==> src/rtl/cmd_issuer_pkg.sv <==
// Shared types and constants for the command issuer: entry layout, FSM states, NOP encoding.
package cmd_issuer_pkg;

  localparam int CMD_W = 7;
  localparam logic [CMD_W-1:0] CMD_NOP = 7'd0;
  localparam int DEFAULT_WIDTH = 8;

  typedef enum logic [1:0] {
    IDLE  = 2'd0,
    ISSUE = 2'd1,
    GAP   = 2'd2
  } state_t;

  // Entry layout at the default core width; cmd_issuer mirrors this shape for its own WIDTH.
  typedef struct packed {
    logic [CMD_W-1:0]         cmd;
    logic [DEFAULT_WIDTH-1:0] din_1;
    logic [DEFAULT_WIDTH-1:0] din_2;
    logic [DEFAULT_WIDTH-1:0] din_3;
  } cmd_entry_t;

  function automatic int entry_bits(input int width);
    return CMD_W + 3 * width;
  endfunction

endpackage

==> src/rtl/sync_fifo.sv <==
// Generic synchronous FIFO with occupancy count; full/empty derive from the registered count,
// so a same-cycle pop never frees space for a same-cycle push.
module sync_fifo #(
  parameter int DATA_W = 8,
  parameter int DEPTH  = 4,
  localparam int PTR_W = $clog2(DEPTH),
  localparam int CNT_W = $clog2(DEPTH + 1)
) (
  input  logic              clk,
  input  logic              rst,
  input  logic              clear,
  input  logic              push,
  input  logic              pop,
  input  logic [DATA_W-1:0] wr_data,
  output logic [DATA_W-1:0] rd_data,
  output logic              full,
  output logic              empty,
  output logic [CNT_W-1:0]  count
);

  logic [DATA_W-1:0] mem [DEPTH];
  logic [PTR_W-1:0]  wr_ptr;
  logic [PTR_W-1:0]  rd_ptr;
  logic              do_push;
  logic              do_pop;

  assign full    = (count == CNT_W'(DEPTH));
  assign empty   = (count == '0);
  assign do_push = push && !full && !clear;
  assign do_pop  = pop && !empty && !clear;
  assign rd_data = mem[rd_ptr];

  // Pointers wrap naturally because DEPTH is a power of two.
  always_ff @(posedge clk) begin
    if (rst || clear) begin
      wr_ptr <= '0;
      rd_ptr <= '0;
      count  <= '0;
    end else begin
      if (do_push) wr_ptr <= wr_ptr + PTR_W'(1);
      if (do_pop)  rd_ptr <= rd_ptr + PTR_W'(1);
      case ({do_push, do_pop})
        2'b10:   count <= count + CNT_W'(1);
        2'b01:   count <= count - CNT_W'(1);
        default: count <= count;
      endcase
    end
  end

  always_ff @(posedge clk) begin
    if (do_push && !rst) mem[wr_ptr] <= wr_data;
  end

endmodule

==> src/rtl/cmd_issuer.sv <==
// Feeds buffered commands to the core: each entry is held for HOLD cycles on cmdin, then one NOP cycle.
// Source handshake: an entry transfers on a rising edge where s_valid && s_ready && !flush.
module cmd_issuer
  import cmd_issuer_pkg::*;
#(
  parameter int WIDTH = 8,
  parameter int DEPTH = 4,
  parameter int HOLD  = 4,
  localparam int CNT_W = $clog2(DEPTH + 1)
) (
  input  logic             clk,
  input  logic             rst,
  input  logic             flush,
  input  logic             s_valid,
  output logic             s_ready,
  input  logic [CMD_W-1:0] s_cmd,
  input  logic [WIDTH-1:0] s_din_1,
  input  logic [WIDTH-1:0] s_din_2,
  input  logic [WIDTH-1:0] s_din_3,
  output logic [CMD_W-1:0] cmdin,
  output logic [WIDTH-1:0] din_1,
  output logic [WIDTH-1:0] din_2,
  output logic [WIDTH-1:0] din_3,
  output logic             issue,
  output logic             busy,
  output logic [CNT_W-1:0] count,
  output state_t           state
);

  localparam int HOLD_W = (HOLD > 1) ? $clog2(HOLD) : 1;

  typedef struct packed {
    logic [CMD_W-1:0] cmd;
    logic [WIDTH-1:0] din_1;
    logic [WIDTH-1:0] din_2;
    logic [WIDTH-1:0] din_3;
  } entry_t;

  entry_t            wr_entry;
  entry_t            rd_entry;
  logic              fifo_full;
  logic              fifo_empty;
  logic              do_pop;
  state_t            next_state;
  logic [HOLD_W-1:0] hold_cnt;

  assign wr_entry = '{cmd: s_cmd, din_1: s_din_1, din_2: s_din_2, din_3: s_din_3};
  assign s_ready  = !fifo_full;
  assign busy     = (state != IDLE);

  sync_fifo #(
    .DATA_W ($bits(entry_t)),
    .DEPTH  (DEPTH)
  ) u_fifo (
    .clk     (clk),
    .rst     (rst),
    .clear   (flush),
    .push    (s_valid),
    .pop     (do_pop),
    .wr_data (wr_entry),
    .rd_data (rd_entry),
    .full    (fifo_full),
    .empty   (fifo_empty),
    .count   (count)
  );

  always_ff @(posedge clk) begin
    if (rst) state <= IDLE;
    else     state <= next_state;
  end

  // IDLE and GAP behave identically when work is queued; GAP just falls back to IDLE otherwise.
  always_comb begin
    next_state = state;
    do_pop     = 1'b0;
    if (flush) begin
      next_state = IDLE;
    end else begin
      case (state)
        IDLE, GAP: begin
          if (!fifo_empty) begin
            do_pop     = 1'b1;
            next_state = ISSUE;
          end else begin
            next_state = IDLE;
          end
        end
        ISSUE:   if (hold_cnt == '0) next_state = GAP;
        default: next_state = IDLE;
      endcase
    end
  end

  always_ff @(posedge clk) begin
    if (rst) begin
      cmdin    <= CMD_NOP;
      din_1    <= '0;
      din_2    <= '0;
      din_3    <= '0;
      issue    <= 1'b0;
      hold_cnt <= '0;
    end else begin
      issue <= do_pop;
      if (do_pop) begin
        cmdin    <= rd_entry.cmd;
        din_1    <= rd_entry.din_1;
        din_2    <= rd_entry.din_2;
        din_3    <= rd_entry.din_3;
        hold_cnt <= HOLD_W'(HOLD - 1);
      end else begin
        if (next_state != ISSUE) cmdin <= CMD_NOP;
        if (state == ISSUE && hold_cnt != '0) hold_cnt <= hold_cnt - HOLD_W'(1);
      end
    end
  end

endmodule

==> config.mk <==
export PLATFORM = sky130hd
export DESIGN_NAME = cmd_issuer
export DESIGN_NICKNAME = d
export VERILOG_FILES = /design/src/rtl/cmd_issuer_pkg.sv /design/src/rtl/sync_fifo.sv /design/src/rtl/cmd_issuer.sv
export SDC_FILE = /design/constraint.sdc
export NUM_CORES = 1
export LEC_CHECK = 0
export CAP_MARGIN = 20
export CORE_ASPECT_RATIO = 1.75
export CORE_MARGIN = 8
export CORE_UTILIZATION = 45
export DETAILED_ROUTE_END_ITERATION = 7
export PLACE_DENSITY = 0.69
export SKIP_CTS_REPAIR_TIMING = 1
export SLEW_MARGIN = 0
export SYNTH_ARGS = -nofsm -noshare
export SYNTH_HDL_FRONTEND = slang
export SYNTH_SLANG_ARGS = --single-unit
export TNS_END_PERCENT = 20
==> constraint.sdc <==
create_clock -name clk -period 6.1 [get_ports clk]
set_input_delay 1.22 -clock clk [delete_from_list [all_inputs] [get_ports clk]]
set_output_delay 1.22 -clock clk [all_outputs]
set_load 0.02 [all_outputs]
# Word level (Yosys, flattened, before mapping)
# Memories as Yosys holds them, arrays and structs flattened. A register that Yosys moved wholly into a read port is not among the register bits.
# Index checks and enable logic that the tools add are counted.
[totals]
register_bits = 43
mem_bits_rw = 124
input_bits = 35
out_inout_bits = 39
elab_cells = 58
n_memories = 1
[memory_table]
columns = ["name", "depth", "width", "rd", "rd_ports_with_merged_regs", "write_ports", "line", "rtl"]
rows = [
  ["u_fifo.mem", 4, 31, 1, 1, 1, "sync_fifo.sv:21", "logic [DATA_W-1:0] mem [DEPTH];"],
]
[classes]
addsub = 5
eq_ne = 6
muxes = 16
n_reduce_logical = 20
[op_table]
columns = ["cell", "n"]
rows = [
  ["$mux 7", 2],
  ["$mux 2", 6],
  ["$reduce_bool 2->1", 5],
  ["$logic_and 1x1->1", 6],
  ["$mux 1", 6],
  ["$pmux 3 s2", 1],
  ["$add 2x1->2 const B", 2],
  ["$eq 2x1->1 const B", 2],
  ["$eq 2x2->1 const B", 2],
  ["$logic_not 1->1", 4],
  ["$logic_not 2->1", 2],
  ["$pmux 2 s2", 1],
  ["$add 3x1->3 const B", 1],
  ["$eq 3x3->1 const B", 1],
  ["$logic_not 3->1", 1],
  ["$sub 3x1->3 const B", 1],
  ["$ne 2x1->1 const B", 1],
  ["$reduce_or 2->1", 1],
  ["$sub 2x1->2 const B", 1],
  ["$logic_or 1x1->1", 1],
]

# Depth between registers and ports, before layout
# Gate-level depths: netlist (run 1).
[depth]
ltp_word = 8
depth_mapped = 8
ltp_nobuf = 8

# By module
# From an unflattened synthesis (run 1), not the netlist that was laid out.
[unflattened]
hier_cells = 355
area_unflattened_um2 = 6281.0
[modules_own_cells]
columns = ["module", "n_inst", "cells_each", "area_each_um2", "seq_area_each_um2"]
rows = [
  ["sync_fifo", 1, 215, 4954.8, 3903.7],
  ["cmd_issuer", 1, 140, 1326.3, 720.7],
]

# Worst setup path after synthesis (run 1)
# OpenSTA, ideal clock, no wires.
[synth_path]
path_kind = "in2reg"
from = "input flush"
to = "memory u_fifo.mem[0][0] (netlist bit), enable pin"
setup_time_ps = 391
arrival_time_ps = 2289
t_required_ps = 5709
path_slack_ps = 3420
cell_stages = 2
n_path_buf = 0
path_cell_list = "nor2_1 > and3_1"
[synth_via]
elab_chain_len = 5
[synth_rtl]
columns = ["element", "line", "rtl"]
rows = [
  ["from (decl)", "cmd_issuer.sv:13", "input logic flush,"],
  ["$logic_not 1->1", "sync_fifo.sv:29", "assign do_push = push && !full && !clear;"],
  ["$logic_and 1x1->1", "sync_fifo.sv:29", ""],
  ["$logic_and 1x1->1", "sync_fifo.sv:51", "if (do_push && !rst) mem[wr_ptr] <= wr_data;"],
  ["$mux 1", "sync_fifo.sv:51", ""],
  ["$mux 1 (implied by the code)", "sync_fifo.sv:51", ""],
  ["to (decl)", "sync_fifo.sv:21", ""],
]
# No other way between the ends.

# Worst setup path after layout (run 1)
[layout_path]
from = "register u_fifo.count[2]"
to = "output s_ready"
[layout_via]
elab_chain_len = 2
[layout_rtl]
columns = ["element", "line", "rtl"]
rows = [
  ["from (decl)", "sync_fifo.sv:18", "output logic [CNT_W-1:0] count"],
  ["from (signal assigned)", "sync_fifo.sv:43", "2'b10: count <= count + CNT_W'(1);"],
  ["from (signal assigned)", "sync_fifo.sv:44", "2'b01: count <= count - CNT_W'(1);"],
  ["from (signal assigned)", "sync_fifo.sv:45", "default: count <= count;"],
  ["$eq 3x3->1", "sync_fifo.sv:27", "assign full = (count == CNT_W'(DEPTH));"],
  ["$logic_not 1->1", "cmd_issuer.sv:48", "assign s_ready = !fifo_full;"],
  ["to (decl)", "cmd_issuer.sv:15", "output logic s_ready,"],
]
# No other way between the ends.

==> out/summary.log, run 1 <==
[status] outcome complete, no violations
[sta] Final period util 53.2%
[synth] cell count after synthesis 308
[synth] Seq/Total Area, Yosys 74.6%
[cells_and_area] area growth from synthesis to final layout 22.9%
[synth] post-synthesis instance area 0.00620 mm²
[clocking] CTS tree done
[sta] Worst Skew 11.7 ps
[routing] routed via count divided by cell count 5.29
[sta] RSZ-0062 raised after global routing false
[sta] achievable clock frequency 0.308 GHz
[placement] IO Port Bufs 73
[clocking] clock latency reported for the late side of the worst-skew pair 410 ps
[routing] detailed-route DRC error count 0
[synth] combinational family with the most area after synthesis multiplexers
[synth] #FFs+latches synth 169
[pwr] worst vdd rail ir drop 210 µV
[floorplan] number of top-level design ports 74
[setup_path] logic depth of the worst register-to-register path 8
[setup_path] data required time of the worst path 4880 ps
[synth] share of the synthesized netlist area taken by xor and xnor gates 0.424%
[routing] count of TritonRoute iterations in the first routing pass 5
[pwr] pwr dens 310 mW/mm²
[global_routing] antenna violations before repair 0
[routing] number of DRC markers after the initial detailed-route iteration 179
[sta] slack of the critical path 2860 ps
[cells_and_area] most frequent cells in the layout sky130_fd_sc_hd__edfxtp_1 (124), sky130_fd_sc_hd__clkdlybuf4s50_1 (73), sky130_fd_sc_hd__dfxtp_1 (43), sky130_fd_sc_hd__a22o_1 (31), sky130_fd_sc_hd__mux4_2 (22)
[routing] total detailed-routing wirelength 11400 µm
[clocking] clock slew at reported path FFs 70 ps
[hold_path] number of cells traversed by the worst hold path 1
[routing] number of vias after detailed routing 3057
[sta] Max-Slew Margin vs Limit 42.9%
[placement] placer's final routability congestion estimate 0.747
[global_routing] total gr overflow 0
[clocking] root buffer cell sky130_fd_sc_hd__clkbuf_16
[synth] post-synthesis simple-gate area fraction 2.75%
[synth] total of warnings raised by yosys 0
[global_routing] via count of the first global-routing pass 3401
[synth] mean post-synth cell area 20.1 µm²
[cells_and_area] core utilization of the finished layout 55.6%
[floorplan] Core Box Area 0.0137 mm²
[global_routing] first-pass GRT wire length 17800 µm
[clocking] buffer levels on the longest clock path 2
[synth] compound-cell area share of the yosys netlist 5.94%
[synth] Syn Nets 350
[setup_path] kind of critical path flop to primary output
[clocking] CTS buffer count 17
[synth] fraction of registers with async set/reset 0%
[floorplan] full die area 0.0179 mm²
[clocking] Clock H-tree levels 4
[clocking] sinks on the clock net 169
[synth] top flip-flop cell by instance count after synthesis sky130_fd_sc_hd__edfxtp_1
[cells_and_area] leading cell type in the layout, fill and taps excluded sky130_fd_sc_hd__edfxtp_1
[setup_path] highest fanout seen on the critical path 5
[job] maximum capacitance violations 0
[placement] pre-CTS setup slack 2860 ps
[cells_and_area] Post-layout nets 430
[pwr] Leak 2.49 nW
[placement] sum of net half-perimeters after detailed placement 7210 µm
[sta] actual slew at the worst max-slew pin 857 ps
[sta] Fin. Hold Viols 0
[global_routing] pin count of the biggest net entering global routing 32
[cells_and_area] share of layout cells above drive strength 1 16.5%
[synth] EDFF count, synth 124
[hold_path] path class of the lowest-slack min-delay path flop to flop
[synth] multiplexer area fraction after synthesis 12.0%
[sta] number of max-slew violations in the final report 0
[floorplan] die height 171 µm
[routing] average wire per cell in the routed design 19.7 µm
[floorplan] die width 105 µm
[setup_path] type of element capturing the critical path primary output
[cells_and_area] # diodes 0
[sta] Setup TNS Final 0 ps
[floorplan] Cell Rows 57
[synth] count of different cell masters after synthesis 36
[setup_path] Critical Path AT 2020 ps
[synth] Post-Synth Adder-Cell Area 1.53%
[sta] clock period minus final worst setup slack 3240 ps
[routing] antenna-violating nets left 0
[sta] final setup vio count 0
[floorplan] starting density of the core 45.2%
[setup_path] type of origin of the critical path flop
[global_routing] total global-route track usage 13.3%
-- per-layer routing --
layer / vias to the layer above / global-route usage (%) / wire length [µm] / part of all wire [%]
met5: - / 0 / 0 / 0
met4: 0 / 6.99 / 225 / 2.0
met3: 12 / 3.53 / 464 / 4.1
met2: 74 / 24.8 / 6480 / 57
met1: 1561 / 13.1 / 4210 / 37
li1: 1410 / - / - / -
-- metrics by stage --
step / hold WS [ps] / area (µm²) / total power (W) / instances
global route: 507 / 7610 / 0.00244 / 578
global placement: 463 / 7030 / 0.00138 / 545
CTS: 485 / 7610 / 0.00238 / 578
detailed placement: 465 / 7050 / 0.00138 / 546
finish: 480 / 7610 / 0.00236 / 578
floorplan: 449 / 6200 / 0.00133 / 308
-- layout make-up --
class / count / area (µm²)
Clock buffer: 19 / 443
Clock inverter: 13 / 118
Fill cell: 1093 / 6080
Inverter: 11 / 41.3
Multi-Input combinational cell: 114 / 1410
Sequential cell: 169 / 4630
Tap cell: 177 / 221
Timing Repair Buffer: 75 / 758
-- report_power, final --
part           switching [W]  internal, W
Sequential        0.00000784      0.00125
Combinational      0.0000488    0.0000509
Clock               0.000431     0.000575
-- cells in the mapped netlist (2+ instances only) --
| master | instances | area (µm²) |
|---|---|---|
| sky130_fd_sc_hd__clkbuf_1 | 2 | 7.51 |
| sky130_fd_sc_hd__mux4_2 | 22 | 495 |
| sky130_fd_sc_hd__nor3_4 | 2 | 32.5 |
| sky130_fd_sc_hd__xor2_1 | 2 | 17.5 |
| sky130_fd_sc_hd__a21oi_1 | 7 | 35.0 |
| sky130_fd_sc_hd__o21ai_0 | 4 | 20.0 |
| sky130_fd_sc_hd__and3_1 | 4 | 25.0 |
| sky130_fd_sc_hd__or3_1 | 3 | 18.8 |
| sky130_fd_sc_hd__nand3_1 | 2 | 10.0 |
| sky130_fd_sc_hd__buf_6 | 9 | 101 |
| sky130_fd_sc_hd__dfxtp_1 | 45 | 901 |
| sky130_fd_sc_hd__inv_1 | 11 | 41.3 |
| sky130_fd_sc_hd__nor2_1 | 6 | 22.5 |
| sky130_fd_sc_hd__mux4_1 | 9 | 236 |
| sky130_fd_sc_hd__ha_1 | 6 | 75.1 |
| sky130_fd_sc_hd__a22o_1 | 31 | 272 |
| sky130_fd_sc_hd__edfxtp_1 | 124 | 3720 |
-- kinds of logic (layout without fill, tap and decap cells) --
group	Yosys count	after routing
DFF	169	169
AOI/OAI and AO/OA	47	47
muxes	32	32
and+or+nand+nor	25	25
buffers and inverters	25	118
adders and majority gates	7	7
xor gates and xnor gates	3	3
-- path summary, 6_finish.rpt --
path / slack, ps / end / from
setup / recovery: 2860 / s_ready / u_fifo.count[2]
hold / removal: 480 / cmdin[2] / cmdin[2]
setup reg to reg: 3740 / u_fifo.count[2] / u_fifo.count[2]
hold reg to reg: 480 / cmdin[2] / cmdin[2]
-- flip-flops by register name (all words and copies together) (netlist names), named ones only --
name and flops:
u_fifo.mem 124, din_1 8, din_2 8, din_3 8, cmdin 7, u_fifo.count 3
hold_cnt 2, state 2, u_fifo.rd_ptr 2, u_fifo.wr_ptr 2, issue 1
-- critical path, cell delays in order (launching register included) --
cell,delay [ps]
sky130_fd_sc_hd__dfxtp_1,430
sky130_fd_sc_hd__nor3b_1,470
sky130_fd_sc_hd__inv_1,140
sky130_fd_sc_hd__clkdlybuf4s50_1,570
Power figures use the tool's default switching activity.
==> run 2: changes to the inputs <==
--- a/config.mk
+++ b/config.mk
@@ -10,7 +10,7 @@
 export CORE_MARGIN = 8
 export CORE_UTILIZATION = 45
 export DETAILED_ROUTE_END_ITERATION = 7
-export PLACE_DENSITY = 0.69
+export PLACE_DENSITY = 0.71
 export SKIP_CTS_REPAIR_TIMING = 1
 export SLEW_MARGIN = 0
 export SYNTH_ARGS = -nofsm -noshare
==> constraint.sdc (replaced) <==
create_clock -name clk -period 2.9 [get_ports clk]
set_input_delay 0.58 -clock clk [delete_from_list [all_inputs] [get_ports clk]]
set_output_delay 0.58 -clock clk [all_outputs]
set_load 0.02 [all_outputs]
==> run 2 against run 1 <==
Effect of this change: routed wire length up 3.8%; clock-buffer cell count is 2 lower; flip-flop and latch count unchanged; setup slack got worse by 2500 ps; global-route usage rose by 0.62 points; worst hold slack got worse by 3.0 ps; critical path depth stayed put; non-clock buffer count grew 9; clock power is 130% higher.
==> out/summary.log, run 2 (synthesis gave the netlist of run 1 again) <==
[floorplan] Core Box Area 0.0137 mm² [unchanged]
[floorplan] starting density of the core 45.2% [unchanged]
[setup_path] type of origin of the critical path flop [unchanged]
[sta] number of max-slew violations in the final report 0 [unchanged]
[clocking] clock slew at reported path FFs 60 ps [was 70 ps]
[routing] total detailed-routing wirelength 11800 µm [was 11400 µm]
[floorplan] die width 105 µm [unchanged]
[cells_and_area] register bank with the most flops u_fifo.mem [unchanged]
[cells_and_area] Post-layout nets 439 [was 430]
[setup_path] data required time of the worst path 2320 ps [was 4880 ps]
[placement] sum of net half-perimeters after detailed placement 7630 µm [was 7210 µm]
[cells_and_area] number of flip-flops in the largest register 124 [unchanged]
[setup_path] Cell Chain, Critical Path nor3b_1 -> inv_1 -> clkdlybuf4s50_1 [unchanged]
[setup_path] type of element capturing the critical path primary output [unchanged]
[sta] final-layout worst hold slack 477 ps [was 480 ps]
[placement] placer's final routability congestion estimate 0.758 [was 0.747]
[clocking] CTS buffer count 17 [unchanged]
[pwr] worst vdd rail ir drop 598 µV [was 210 µV]
[cells_and_area] area of combinational cells with multiple inputs 0.00141 mm² [unchanged]
[pwr] pwr dens 668 mW/mm² [was 310 mW/mm²]
[routing] number of vias after detailed routing 3117 [was 3057]
[status] outcome complete, no violations [unchanged]
[cells_and_area] count of filler cells inserted in the layout 1070 [was 1093]
[pwr] Leak 2.58 nW [was 2.49 nW]
[setup_path] CP max-delay cell sky130_fd_sc_hd__clkdlybuf4s50_1 [unchanged]
[floorplan] number of top-level design ports 74 [unchanged]
[cells_and_area] share of layout cells above drive strength 1 18.5% [was 16.5%]
[cells_and_area] # diodes 0 [unchanged]
[global_routing] via count of the first global-routing pass 3402 [was 3401]
[floorplan] die height 171 µm [unchanged]
[setup_path] highest fanout seen on the critical path 5 [unchanged]
[global_routing] pin count of the biggest net entering global routing 35 [was 32]
[routing] routed via count divided by cell count 5.31 [was 5.29]
[cells_and_area] register cell area after layout 0.00463 mm² [unchanged]
[global_routing] total gr overflow 0 [unchanged]
[setup_path] kind of critical path flop to primary output [unchanged]
[placement] placed cells 555 [was 546]
[sta] RSZ-0062 raised after global routing false [unchanged]
[sta] clock period minus final worst setup slack 2570 ps
[clocking] root buffer cell sky130_fd_sc_hd__clkbuf_16 [unchanged]
[global_routing] total global-route track usage 13.9% [was 13.3%]
[cells_and_area] non-filler instance count after layout 587 [was 578]
[global_routing] first-pass GRT wire length 18700 µm [was 17800 µm]
[placement] IO Port Bufs 73 [unchanged]
[sta] Final period util 88.5%
[routing] number of DRC markers after the initial detailed-route iteration 171 [was 179]
[clocking] sinks on the clock net 169 [unchanged]
[sta] Max-Slew Margin vs Limit 45.4% [was 42.9%]
[sta] Worst Skew 8.81 ps [was 11.7 ps]
[routing] count of TritonRoute iterations in the first routing pass 6 [was 5]
[clocking] Clock H-tree levels 4 [unchanged]
[sta] final setup vio count 0 [unchanged]
[clocking] buffer levels on the longest clock path 2 [unchanged]
[sta] actual slew at the worst max-slew pin 820 ps [was 857 ps]
[setup_path] slowest cell delay on critical path 570 ps [about the same]
[sta] Fin. Hold Viols 0 [unchanged]
[global_routing] antenna violations before repair 0 [unchanged]
[clocking] CTS tree done [unchanged]
[job] maximum capacitance violations 0 [unchanged]
[clocking] clock latency reported for the late side of the worst-skew pair 410 ps [about the same]
[sta] Setup TNS Final 0 ps [unchanged]
[routing] antenna-violating nets left 0 [unchanged]
[floorplan] full die area 0.0179 mm² [unchanged]
[cells_and_area] area growth from synthesis to final layout 24.7% [was 22.9%]
[setup_path] Critical Path AT 1990 ps [was 2020 ps]
[hold_path] path class of the lowest-slack min-delay path flop to flop [unchanged]
[routing] average wire per cell in the routed design 20.1 µm [was 19.7 µm]
[floorplan] Cell Rows 57 [unchanged]
[cells_and_area] most frequent cells in the layout sky130_fd_sc_hd__edfxtp_1 (124), sky130_fd_sc_hd__clkdlybuf4s50_1 (73), sky130_fd_sc_hd__dfxtp_1 (43), sky130_fd_sc_hd__a22o_1 (31), sky130_fd_sc_hd__mux4_2 (22) [unchanged]
[cells_and_area] leading cell type in the layout, fill and taps excluded sky130_fd_sc_hd__edfxtp_1 [unchanged]
[sta] achievable clock frequency 0.389 GHz
[routing] detailed-route DRC error count 0 [unchanged]
[run 2: layout make-up]
class | count | area share, %
sequential | 169 | 59.9
multi-input combinational | 114 | 18.2
timing repair buffer | 84 | 10.5
clock buffer | 17 | 5.51
tap | 177 | 2.87
clock inverter | 15 | 2.45
inverter | 11 | 0.535
[run 2: worst max-delay path: cells and delay by family (launching register included)]
kind,cells,cell delay [ps]
buffers and inverters,2,710
and+or+nand+nor,1,440
DFF,1,430
[run 2: report_power, final]
group | total, W | internal (W) | switching (W) | leakage [nW]
combinational | 0.000211 | 0.000109 | 0.000102 | 0.790
clock | 0.00230 | 0.00138 | 0.000928 | 0.303
sequential | 0.00264 | 0.00262 | 0.0000183 | 1.48
[run 2: through the flow]
| stage | power (W) | cell area (µm²) | utilization [%] | setup WS (ps) |
|---|---|---|---|---|
| 6_report | 0.00516 | 7720 | 56.4 | 332 |
| 5_1_grt | 0.00532 | 7720 | 56.4 | 212 |
| 4_1_cts | 0.00521 | 7720 | 56.4 | 331 |
| 3_5_place_dp | 0.00291 | 7110 | 51.9 | 247 |
| 3_3_place_gp | 0.00290 | 7110 | 51.9 | 383 |
| 2_1_floorplan | 0.00280 | 6200 | - | 655 |
[run 2: path summary, 6_finish.rpt]
check	cells after the start	start	end	slack, ps
max reg2reg	8	u_fifo.count[2]	u_fifo.count[2]	480
min reg2reg	1	cmdin[5]	cmdin[5]	480
max	3	u_fifo.count[2]	s_ready	330
min	1	cmdin[5]	cmdin[5]	480
[run 2: routing by layer]
layer / GRT usage, % / part of all wire, %
met1: 14.5 / 39
met2: 25.1 / 55
met3: 4.20 / 4.1
met4: 6.24 / 2.2
met5: 0 / 0
